===== config.mk =====
export PLATFORM = sky130hd
export DESIGN_NAME = mole_position_gen
export DESIGN_NICKNAME = d
export VERILOG_FILES = /design/src/rtl/mole_position_gen.sv
export SDC_FILE = /design/constraint.sdc
export NUM_CORES = 1
export LEC_CHECK = 0
export BUFFER_PORTS_ARGS = -buffer_cell sky130_fd_sc_hd__buf_2
export CORE_AREA = 5 5 101 103
export CTS_CLUSTER_DIAMETER = 40
export DETAILED_ROUTE_END_ITERATION = 10
export DIE_AREA = 0 0 106 108
export HOLD_SLACK_MARGIN = 0.02
export SLEW_MARGIN = 20
export SYNTH_ARGS = -nofsm -noshare
export SYNTH_HDL_FRONTEND = slang
export SYNTH_SLANG_ARGS = --single-unit

===== constraint.sdc =====
create_clock -name clk -period 6.2 [get_ports clk]
set_input_delay 0.93 -clock clk [delete_from_list [all_inputs] [get_ports clk]]
set_output_delay 0.93 -clock clk [all_outputs]
set_load 0.01 [all_outputs]

===== src/rtl/mole_position_gen.sv =====
// Whack-a-mole sequencer: LFSR-picked hole, timed show/gap phases,
// saturating hit and miss counters.
module mole_position_gen #(
  parameter logic [7:0] LFSR_SEED  = 8'hA5,
  parameter int unsigned SHOW_TICKS = 4,
  parameter int unsigned GAP_TICKS  = 1
) (
  input  logic       clk,
  input  logic       rst_n,
  input  logic       tick,
  input  logic       start,
  input  logic       stop,
  input  logic       hit_valid,
  input  logic [3:0] hit_pos,
  output logic [4:0] mole_position,
  output logic [7:0] score,
  output logic [7:0] miss_cnt,
  output logic       game_active
);

  typedef enum logic [1:0] {
    IDLE = 2'd0,
    GAP  = 2'd1,
    SHOW = 2'd2
  } state_t;

  localparam logic [3:0] SHOW_N = 4'(SHOW_TICKS);
  localparam logic [3:0] GAP_N  = 4'(GAP_TICKS);
  localparam logic [4:0] NONE   = 5'd16;

  state_t     state, state_n;
  logic [7:0] lfsr, lfsr_n;
  logic [3:0] cnt, cnt_n;
  logic [3:0] last_pos, last_pos_n;
  logic [4:0] pos_n;
  logic [7:0] score_n, miss_n;
  logic       active_n;

  logic       fb;
  logic [3:0] cnt_inc;
  logic [3:0] cand;
  logic [3:0] pick;
  logic       hit;

  assign fb      = lfsr[7] ^ lfsr[5] ^ lfsr[4] ^ lfsr[3];
  assign cnt_inc = cnt + 4'd1;
  assign cand    = lfsr[3:0];
  // bump by one so the same hole never shows twice in a row
  assign pick    = (cand == last_pos) ? cand + 4'd1 : cand;
  assign hit     = hit_valid && (hit_pos == mole_position[3:0]);

  always_comb begin
    state_n    = state;
    lfsr_n     = {lfsr[6:0], fb};
    cnt_n      = cnt;
    last_pos_n = last_pos;
    pos_n      = mole_position;
    score_n    = score;
    miss_n     = miss_cnt;
    if (stop) begin
      state_n = IDLE;
      pos_n   = NONE;
      cnt_n   = 4'd0;
    end else begin
      unique case (state)
        IDLE: begin
          pos_n = NONE;
          if (start) begin
            state_n = GAP;
            score_n = 8'd0;
            miss_n  = 8'd0;
            cnt_n   = 4'd0;
          end
        end
        GAP: begin
          pos_n = NONE;
          if (tick) begin
            cnt_n = cnt_inc;
            if (cnt_inc == GAP_N) begin
              pos_n      = {1'b0, pick};
              last_pos_n = pick;
              cnt_n      = 4'd0;
              state_n    = SHOW;
            end
          end
        end
        SHOW: begin
          if (hit) begin
            if (score != 8'hFF) score_n = score + 8'd1;
            pos_n   = NONE;
            cnt_n   = 4'd0;
            state_n = GAP;
          end else if (tick) begin
            cnt_n = cnt_inc;
            if (cnt_inc == SHOW_N) begin
              if (miss_cnt != 8'hFF) miss_n = miss_cnt + 8'd1;
              pos_n   = NONE;
              cnt_n   = 4'd0;
              state_n = GAP;
            end
          end
        end
        default: begin
          state_n = IDLE;
          pos_n   = NONE;
          cnt_n   = 4'd0;
        end
      endcase
    end
    active_n = (state_n != IDLE);
  end

  always_ff @(posedge clk or negedge rst_n) begin
    if (!rst_n) begin
      state         <= IDLE;
      lfsr          <= LFSR_SEED;
      cnt           <= 4'd0;
      last_pos      <= 4'd0;
      mole_position <= NONE;
      score         <= 8'd0;
      miss_cnt      <= 8'd0;
      game_active   <= 1'b0;
    end else begin
      state         <= state_n;
      lfsr          <= lfsr_n;
      cnt           <= cnt_n;
      last_pos      <= last_pos_n;
      mole_position <= pos_n;
      score         <= score_n;
      miss_cnt      <= miss_n;
      game_active   <= active_n;
    end
  end

endmodule

==> qor_table.md, run 1 <==
| Item | This run |
|---|---|
| Outcome | finished clean |
| List of most frequent post-synthesis cells | 35 x dfrtp_1, 21 x nand2_1, 18 x nor2_1 |
| Post-layout instance area | 2603 um^2 |
| Relative slew margins | 41.13% |
| Area taken by multi-input logic gates | 1136 um^2 |
| Summed negative setup slack over all endpoints | 0 ns |
| Unrepaired setup endpoints after global routing | false |
| Final RePlAce weighted congestion | 0.8431 |
| Number of nets at the end of the flow | 276 |
| Largest fanout of any net on the critical path | 14 |
| Number of vias after detailed routing | 1,779 |
| Worst Path Class, Setup | register to register |
| Worst EP arrival | 2.65 ns |
| Antenna violations before repair | 0 |
| Count of buffers inserted at the top-level ports | 31 |
| Max-cap viol count | 0 |
| Largest delay share family, worst path | simple AND/OR/NAND/NOR gates |
| Class of the most critical hold timing path | register to register |
| Worst-path clk slew | 0.08 ns |
| Vias in the first global route | 1,724 |
| # clock sinks | 40 |
| Max IR drop VDD | 104.5 uV |
| Cell type with the highest aggregate area in the netlist | dfrtp_1 |
| Critical path buffer and inverter count | 1 |
| Proportion of synthesized flip-flops having asynchronous set or reset | 100.0% |
| Area of the core | 9109 um^2 |
| Power, Total | 584.4 uW |
| Leak Pwr | 1.204 nW |
| Number of nets produced by synthesis | 245 |
| Setup Skew | 0.007504 ns |
| Die ar. | 11,450 um^2 |
| Pins over their slew limit | 0 |
| Cells traversed along the worst timing path | inv_1 -> ha_1 -> nor2b_4 -> or2_0 -> o22a_1 -> or4_1 -> a21oi_1 |
| Final cell count without fillers | 369 |
| Maximum clock insertion buffer count | 2 |
| Average footprint of a synthesized cell | 9.888 um^2 |
| Predominant post-synthesis flop cell | dfrtp_1 |
| Final number of setup-violating endpoints | 0 |
| Area added between synthesis and finish | 16.46% |
| Clock period minus final worst setup slack | 2.440 ns |
| Critical path endpoint category | register |
| I/O pins | 32 |
| Final critical-path share of the clock period | 39.35% |
| Number of antenna cells inserted | 0 |
| Number of buffers created by CTS | 5 |
| Slowest library cell on the worst path | or4_1 |
| Post-CTS Hold Buffers | 0 |
| Later-pin clock latency in the skew report | 0.29 ns |
| Initial Utilization | 24.53% |
| Maximum number of pins on one net before global-route repair | 41 |
| Power per cell area | 224.6 nW/um^2 |
| Count of flip-flops with a built-in enable after synthesis | 0 |
| Nature of the critical path startpoint | register |
| Cell area after technology mapping | 2235 um^2 |
| DRC violation count after routing | 0 |
| Actual transition at the worst max-transition pin | 0.8831 ns |
| Number of filler cells placed in the layout | 962 |
| Number of cells upsized or downsized after cts | 0 |
| Sequential share of the synthesized area | 45.07% |
| Yosys cell types | 52 |
| Required time worst endpoint | 6.41 ns |
| Post-synthesis cell count | 226 |
| Worst setup slack after layout | 3.760 ns |
| Height of the chip | 108 um |
| Row count | 35 |
| TritonCTS clock tree | yes |
| Max H-tree Level | 2 |
| Fmax | 409.9 MHz |
| Yosys reg bits | 40 |
| Vias per cell | 4.821 |
| Cell with the most instances after synthesis | dfrtp_1 |
| Routed wire per std cell | 13.26 um |
| Drt pass-1 iters | 4 |
| Final number of hold-violating endpoints | 0 |
| Count of buffers added by post-CTS timing repair for setup | 0 |
| Horizontal die dimension | 106 um |
| Cell count after placement | 361 |
| Remaining global-route overflow | 0 |
| Antenna violation net count after detailed routing | 0 |
| Total detailed-routing wirelength | 4.894 mm |
| Largest stage delay on the critical path | 0.55 ns |
| Register area | 1007 um^2 |
| Layout cells sized above 1 | 22.87% |
| Share of Yosys cell area claimed by the top area cell type | 39.19% |
| First-iteration detailed-routing DRC count | 83 |
| Clk Tree Root Cell | clkbuf_8 |
| Post-DP HPWL | 3.688 mm |
| Pre-CTS WS | 3.479 ns |
| Wire length of the first global-routing pass | 8.390 mm |
| Largest cells by area after synthesis | dfrtp_1 39%, dfstp_2 5.9%, ha_1 5.0% |
| Overall routing resource usage | 9.057% |
| Number of warnings printed during yosys synthesis | 0 |
| Instance area after placement | 2486 um^2 |
layout make-up:
cell class	count	share of cell area, %
clock buffers	5	2.644
multi-input cells	166	43.65
flip-flops and latches	40	38.70
inverters	13	1.875
clock inverters	3	1.827
repair buffers	31	5.962
well taps	111	5.337
sequential cells by signal (all words and copies together), names as in the netlist:
name / flops
cnt: 4
game_active: 1
last_pos: 4
lfsr: 8
miss_cnt: 8
mole_position: 5
score: 8
state: 2
cell usage in the layout, fill, tap and decap left out, types with 5 or more instances in the layout:
cell / count
dfrtp_1: 35
xor2_1: 10
a21o_1: 5
nor2_1: 18
dfstp_2: 5
clkbuf_8: 5
nand2b_1: 6
nand2_1: 21
o21ai_0: 15
buf_2: 31
ha_1: 9
nand3_1: 7
a21oi_1: 12
inv_1: 13
cells by family (layout without fill, tap and decap cells):
group / count (synthesis) / after routing / synth area share [%]
adders and majority gates: 9 / 9 / 5.039
and+or+nand+nor: 78 / 78 / 18.98
xor gates and xnor gates: 13 / 13 / 5.095
DFF: 40 / 40 / 45.07
buffers and inverters: 20 / 52 / 4.087
muxes: 5 / 5 / 2.463
AOI/OAI and AO/OA: 61 / 61 / 19.26
worst reg2reg max path, cell delays in order, from the launching register on:
cell and delay, ns:
dfrtp_1 0.42, inv_1 0.08, ha_1 0.25, nor2b_4 0.17
or2_0 0.34, o22a_1 0.40, or4_1 0.55, a21oi_1 0.16
final timing paths:
| path | cells past startpoint | slack (ns) | startpoint | to |
|---|---|---|---|---|
| setup / recovery | 7 | 3.76 | state[0]$_DFF_PN0_ | miss_cnt[5]$_DFFE_PN0P_ |
| min in group asynchronous | 1 | 0.75 | rst_n | lfsr[6]$_DFF_PN0_ |
| setup reg to reg | 7 | 3.76 | state[0]$_DFF_PN0_ | miss_cnt[5]$_DFFE_PN0P_ |
| hold / removal | 0 | 0.37 | lfsr[6]$_DFF_PN0_ | lfsr[7]$_DFF_PN1_ |
| hold reg to reg | 0 | 0.37 | lfsr[6]$_DFF_PN0_ | lfsr[7]$_DFF_PN1_ |
| max in group asynchronous | 1 | 4.89 | rst_n | score[0]$_DFFE_PN0P_ |
metal layers:
metal  GRT usage [%]  wire length [um]
met5               0                 0
met4           3.145                74
met3           3.224               296
met2           14.62              2257
met1           11.27              2265
stage by stage:
stage	util [%]	hold slack [ns]
after floorplan	-	0.3330
after global placement	27.29	0.3363
after detailed placement	27.29	0.3569
after CTS	28.57	0.3779
after global routing	28.57	0.3798
final	28.57	0.3667
power by group:
group | leakage [nW] | switching (mW) | internal [mW]
clock | 0.0583 | 0.0930 | 0.121
sequential | 0.537 | 0.00703 | 0.269
combinational | 0.608 | 0.0609 | 0.0329
Note: power is estimated with default switching activity, not from simulation.
==> run 2, diff against run 1 <==
- clock period: 6.2 -> 2.3 ns (I/O delays scaled with it)
==> qor_table.md, run 2 (same netlist as run 1, synthesis figures left out) <==
| Item | This run |
|---|---|
| Outcome | finished clean |
| Leak Pwr | 1.298 nW |
| Reg-to-reg endpoint | miss_cnt[7]$_DFFE_PN0P_ |
| Area of the core | 9109 um^2 |
| TritonCTS clock tree | yes |
| Number of filler cells placed in the layout | 969 |
| Final critical-path share of the clock period | 96.11% |
| Initial Utilization | 24.53% |
| Largest delay share family, worst path | simple AND/OR/NAND/NOR gates |
| Setup Skew | 0.004714 ns |
| First-iteration detailed-routing DRC count | 92 |
| Slowest library cell on the worst path | or4_1 |
| Largest registers | lfsr: 8 flops, miss_cnt: 8 flops, score: 8 flops |
| Actual transition at the worst max-transition pin | 0.4383 ns |
| Summed negative setup slack over all endpoints | 0 ns |
| Maximum clock insertion buffer count | 2 |
| # clock sinks | 40 |
| Nature of the critical path startpoint | register |
| Relative slew margins | 70.78% |
| Worst hold path stage count | 0 |
| Routed wire per std cell | 13.51 um |
| Pins over their slew limit | 0 |
| I/O pins | 32 |
| Cell depth of the worst flop-to-flop path | 7 |
| Worst EP arrival | 2.43 ns |
| Final number of hold-violating endpoints | 0 |
| Post-DP HPWL | 3.866 mm |
| Cell count after placement | 373 |
| Die ar. | 11,450 um^2 |
| Number of vias after detailed routing | 1,897 |
| Drt pass-1 iters | 4 |
| Vias per cell | 4.864 |
| Most common cell after layout, fill and taps aside | dfrtp_1 |
| Maximum number of pins on one net before global-route repair | 23 |
| Number of buffers created by CTS | 5 |
| Final cell count without fillers | 390 |
| Later-pin clock latency in the skew report | 0.29 ns |
| Height of the chip | 108 um |
| Min-delay src | lfsr[6]$_DFF_PN0_ |
| Clock period minus final worst setup slack | 2.210 ns |
| Post-layout util | 30.38% |
| Final number of setup-violating endpoints | 0 |
| Number of nets at the end of the flow | 297 |
| Instance area after placement | 2576 um^2 |
| Largest fanout of any net on the critical path | 6 |
| Count of buffers inserted at the top-level ports | 31 |
| Class of the most critical hold timing path | register to register |
| Worst-path clk slew | 0.08 ns |
| Wire length of the first global-routing pass | 8.583 mm |
| Remaining global-route overflow | 0 |
| Reg2reg setup slack | 0.09 ns |
| Cells traversed along the worst timing path | ha_2 -> nand2_2 -> nor3_4 -> o211ai_1 -> o22a_2 -> or4_1 -> a21oi_1 |
| Critical path buffer and inverter count | 0 |
| Power per cell area | 594.6 nW/um^2 |
| Required time worst endpoint | 2.52 ns |
| Post-layout instance area | 2768 um^2 |
| Number of antenna cells inserted | 0 |
| Worst Path Class, Setup | register to register |
| Clk Tree Root Cell | clkbuf_8 |
| Overall routing resource usage | 9.311% |
| Critical path endpoint category | register |
| Layout cells sized above 1 | 28.67% |
| Fmax | 452.4 MHz |
| DRC violation count after routing | 0 |
| Antenna violation net count after detailed routing | 0 |
| Final RePlAce weighted congestion | 0.8831 |
| Row count | 35 |
| Vias in the first global route | 1,845 |
| Horizontal die dimension | 106 um |
| Max H-tree Level | 2 |
| Worst r2r src | cnt[1]$_DFFE_PN0P_ |
| Worst Hold End | lfsr[7]$_DFF_PN1_ |
| Most frequent cells in the layout | 35 x dfrtp_1, 31 x buf_2, 21 x nand2_1 |
| Max IR drop VDD | 269.9 uV |
| Area added between synthesis and finish | 23.85% |
| Largest stage delay on the critical path | 0.51 ns |
| Hold Slack | 0.3596 ns |
| Total detailed-routing wirelength | 5.268 mm |
| Max-cap viol count | 0 |
| Antenna violations before repair | 0 |
[run 2: worst reg2reg max path, delay by kind of cell, from the launching register on]
kind	cells	cell delay, ns
adders and majority gates	1	0.25
and+or+nand+nor	3	0.84
DFF	1	0.43
AOI/OAI and AO/OA	3	0.62
[run 2: layout make-up]
type	instances	area (um^2)	area share, %
inverter	13	48.80	1.763
clock inverter	3	47.55	1.718
timing repair buffer	51	307.8	11.12
sequential	40	1007	36.39
multi-input combinational	167	1149	41.50
clock buffer	5	68.82	2.486
tap	111	138.9	5.018
[run 2: how the worst max path moves through the flow]
| stage | startpoint | end | cells after the start |
|---|---|---|---|
| after detailed placement | cnt[1]$_DFFE_PN0P_ | miss_cnt[7]$_DFFE_PN0P_ | 7 |
| after global placement | cnt[1]$_DFFE_PN0P_ | miss_cnt[7]$_DFFE_PN0P_ | 7 |
| after CTS | cnt[1]$_DFFE_PN0P_ | miss_cnt[7]$_DFFE_PN0P_ | 7 |
| final | cnt[1]$_DFFE_PN0P_ | miss_cnt[7]$_DFFE_PN0P_ | 7 |
| after global routing | cnt[1]$_DFFE_PN0P_ | miss_cnt[7]$_DFFE_PN0P_ | 7 |
| after floorplan | state[0]$_DFF_PN0_ | miss_cnt[5]$_DFFE_PN0P_ | 8 |
[run 2: layer usage]
| layer | wire (um) | track usage [%] | vias to the layer above |
|---|---|---|---|
| met4 | 131 | 4.255 | 0 |
| met2 | 2401 | 14.71 | 48 |
| met3 | 290 | 3.343 | 9 |
| met1 | 2445 | 11.41 | 915 |
| met5 | 0 | 0 | - |
| li1 | - | - | 925 |
[run 2: through the flow]
| step | worst slack, ns | total power [mW] |
|---|---|---|
| after global placement | 0.1035 | 1.045 |
| after CTS | 0.004199 | 1.645 |
| after floorplan | 0.2074 | 0.9398 |
| after global routing | -0.02253 | 1.729 |
| final | 0.08955 | 1.646 |
| after detailed placement | 0.02871 | 1.049 |
[run 2: report_power, final]
group          total (mW)  switching, mW  internal [mW]
registers           0.745         0.0185          0.726
clock network       0.584          0.258          0.327
logic               0.317          0.183          0.134
total                1.65          0.459           1.19
[run 2: timing repair]
action / CTS / global route
gates resized for setup: 0 / 2
setup endpoints to repair: 0 / 5
buffers inserted: 0 / 7
hold buffers: 1 / 0
endpoints found under the hold margin: 17 / 0
==> run 3, diff against run 2 <==
- PLACE_DENSITY: default -> 0.49
==> qor_table.md, run 3 (same netlist as run 1, synthesis figures left out) <==
| Item | This run |
|---|---|
| Outcome | finished clean |
| Worst EP arrival | 2.38 ns |
| Later-pin clock latency in the skew report | 0.29 ns |
| Max-cap viol count | 0 |
| Number of buffers created by CTS | 5 |
| Overall routing resource usage | 9.387% |
| Pins over their slew limit | 0 |
| Nature of the critical path startpoint | register |
| DRC violation count after routing | 0 |
| Instance area after placement | 2599 um^2 |
| Layout cells sized above 1 | 27.74% |
| Max IR drop VDD | 233.1 uV |
| Worst hold path stage count | 0 |
| Vias per cell | 4.673 |
| Final number of setup-violating endpoints | 0 |
| Horizontal die dimension | 106 um |
| Number of nets at the end of the flow | 292 |
| Most common cell after layout, fill and taps aside | dfrtp_1 |
| Critical path buffer and inverter count | 1 |
| Vias in the first global route | 1,816 |
| Maximum number of pins on one net before global-route repair | 17 |
| Critical path depth in cells | 7 |
| I/O pins | 32 |
| Cell count after placement | 376 |
| Total detailed-routing wirelength | 5.116 mm |
| Slowest library cell on the worst path | or4_1 |
| Relative slew margins | 70.13% |
| Cells traversed along the worst timing path | inv_1 -> ha_1 -> nor2b_4 -> or2_0 -> o22a_2 -> or4_1 -> a21oi_1 |
| Row count | 35 |
| Fmax | 463.2 MHz |
| Routed wire per std cell | 13.29 um |
| Largest stage delay on the critical path | 0.52 ns |
| Final number of hold-violating endpoints | 0 |
| Post-layout instance area | 2730 um^2 |
| Wire length of the first global-routing pass | 8.714 mm |
| # clock sinks | 40 |
| Antenna violations before repair | 0 |
| Unrepaired setup endpoints after global routing | false |
| Number of vias after detailed routing | 1,799 |
| Count of buffers inserted at the top-level ports | 31 |
| Count of buffers added by post-CTS timing repair for setup | 0 |
| Worst Path Class, Setup | register to register |
| Number of filler cells placed in the layout | 952 |
| Required time worst endpoint | 2.52 ns |
| Height of the chip | 108 um |
| Power, Total | 1.631 mW |
| Clk Tree Root Cell | clkbuf_8 |
| Worst-path clk slew | 0.09 ns |
| Initial Utilization | 24.53% |
| Cell depth of the worst flop-to-flop path | 7 |
| Post-DP HPWL | 4.018 mm |
| Most frequent cells in the layout | 35 x dfrtp_1, 31 x buf_2, 21 x nand2_1 |
| Die ar. | 11,450 um^2 |
| Max H-tree Level | 2 |
| Final critical-path share of the clock period | 93.86% |
| Maximum clock insertion buffer count | 2 |
| Antenna violation net count after detailed routing | 0 |
| Hold Slack | 0.3622 ns |
| Class of the most critical hold timing path | register to register |
| Actual transition at the worst max-transition pin | 0.4481 ns |
| Area added between synthesis and finish | 22.17% |
| Area of the core | 9109 um^2 |
| Number of antenna cells inserted | 0 |
| Drt pass-1 iters | 4 |
| Summed negative setup slack over all endpoints | 0 ns |
| Largest registers | lfsr: 8 flops, miss_cnt: 8 flops, score: 8 flops |
| Final RePlAce weighted congestion | 0.7576 |
| Clock period minus final worst setup slack | 2.159 ns |
| Largest fanout of any net on the critical path | 14 |
| Final cell count without fillers | 385 |
| First-iteration detailed-routing DRC count | 50 |
| Setup Skew | 0.009998 ns |
| Power per cell area | 597.3 nW/um^2 |
| Largest delay share family, worst path | simple AND/OR/NAND/NOR gates |
| Leak Pwr | 1.284 nW |
| Remaining global-route overflow | 0 |
| TritonCTS clock tree | yes |
| Critical path endpoint category | register |
[run 3: changes by cell type in the layout (fill, tap and decap cells not counted), sizes merged]
| cell | previous run | this run |
|---|---|---|
| buf | 50 | 46 |
| o22a | 2 | 1 |
[run 3: layout make-up]
type | count | area [um^2] | area share [%]
repair buffers | 47 | 277.8 | 10.17
clock inverters | 3 | 47.55 | 1.742
well taps | 111 | 138.9 | 5.087
clock buffers | 5 | 68.82 | 2.521
inverters | 13 | 48.80 | 1.787
multi-input cells | 166 | 1141 | 41.80
flip-flops and latches | 40 | 1007 | 36.89
[run 3: final timing paths]
check	from	endpoint	slack [ns]
worst min register to register	lfsr[6]$_DFF_PN0_	lfsr[7]$_DFF_PN1_	0.36
worst max-delay path	state[0]$_DFF_PN0_	miss_cnt[7]$_DFFE_PN0P_	0.14
worst max register to register	state[0]$_DFF_PN0_	miss_cnt[7]$_DFFE_PN0P_	0.14
max in group asynchronous	rst_n	mole_position[4]$_DFFE_PN1P_	1.28
worst min-delay path	lfsr[6]$_DFF_PN0_	lfsr[7]$_DFF_PN1_	0.36
min in group asynchronous	rst_n	lfsr[6]$_DFF_PN0_	0.46
[run 3: layer usage]
metal  global-route usage, %  vias to the layer above  part of all wire [%]
met2                   14.94                       25                    46
met5                       0                        -                     0
met1                   12.67                      864                    50
met3                   3.045                        2                   4.4
li1                        -                      908                     -
met4                   1.665                        0                  0.53
[run 3: repair_timing]
| action | in CTS | in global routing |
|---|---|---|
| endpoints found under the setup margin | 0 | 4 |
| hold buffers | 1 | 0 |
| gates resized for setup | 0 | 2 |
| hold endpoints to repair | 8 | 0 |
[run 3: power breakdown]
group	switching, mW	internal [mW]	total (mW)
clock	0.264	0.327	0.591
sequential	0.0192	0.726	0.745
combinational	0.170	0.124	0.294
total	0.454	1.18	1.63
[run 3: stage by stage]
step | setup slack, ns | utilization, %
6_report | 0.1412 | 29.97
4_1_cts | 0.07783 | 29.92
5_1_grt | 0.01571 | 29.97
3_5_place_dp | 0.1060 | 28.53
2_1_floorplan | 0.2074 | -
3_3_place_gp | 0.1531 | 28.53
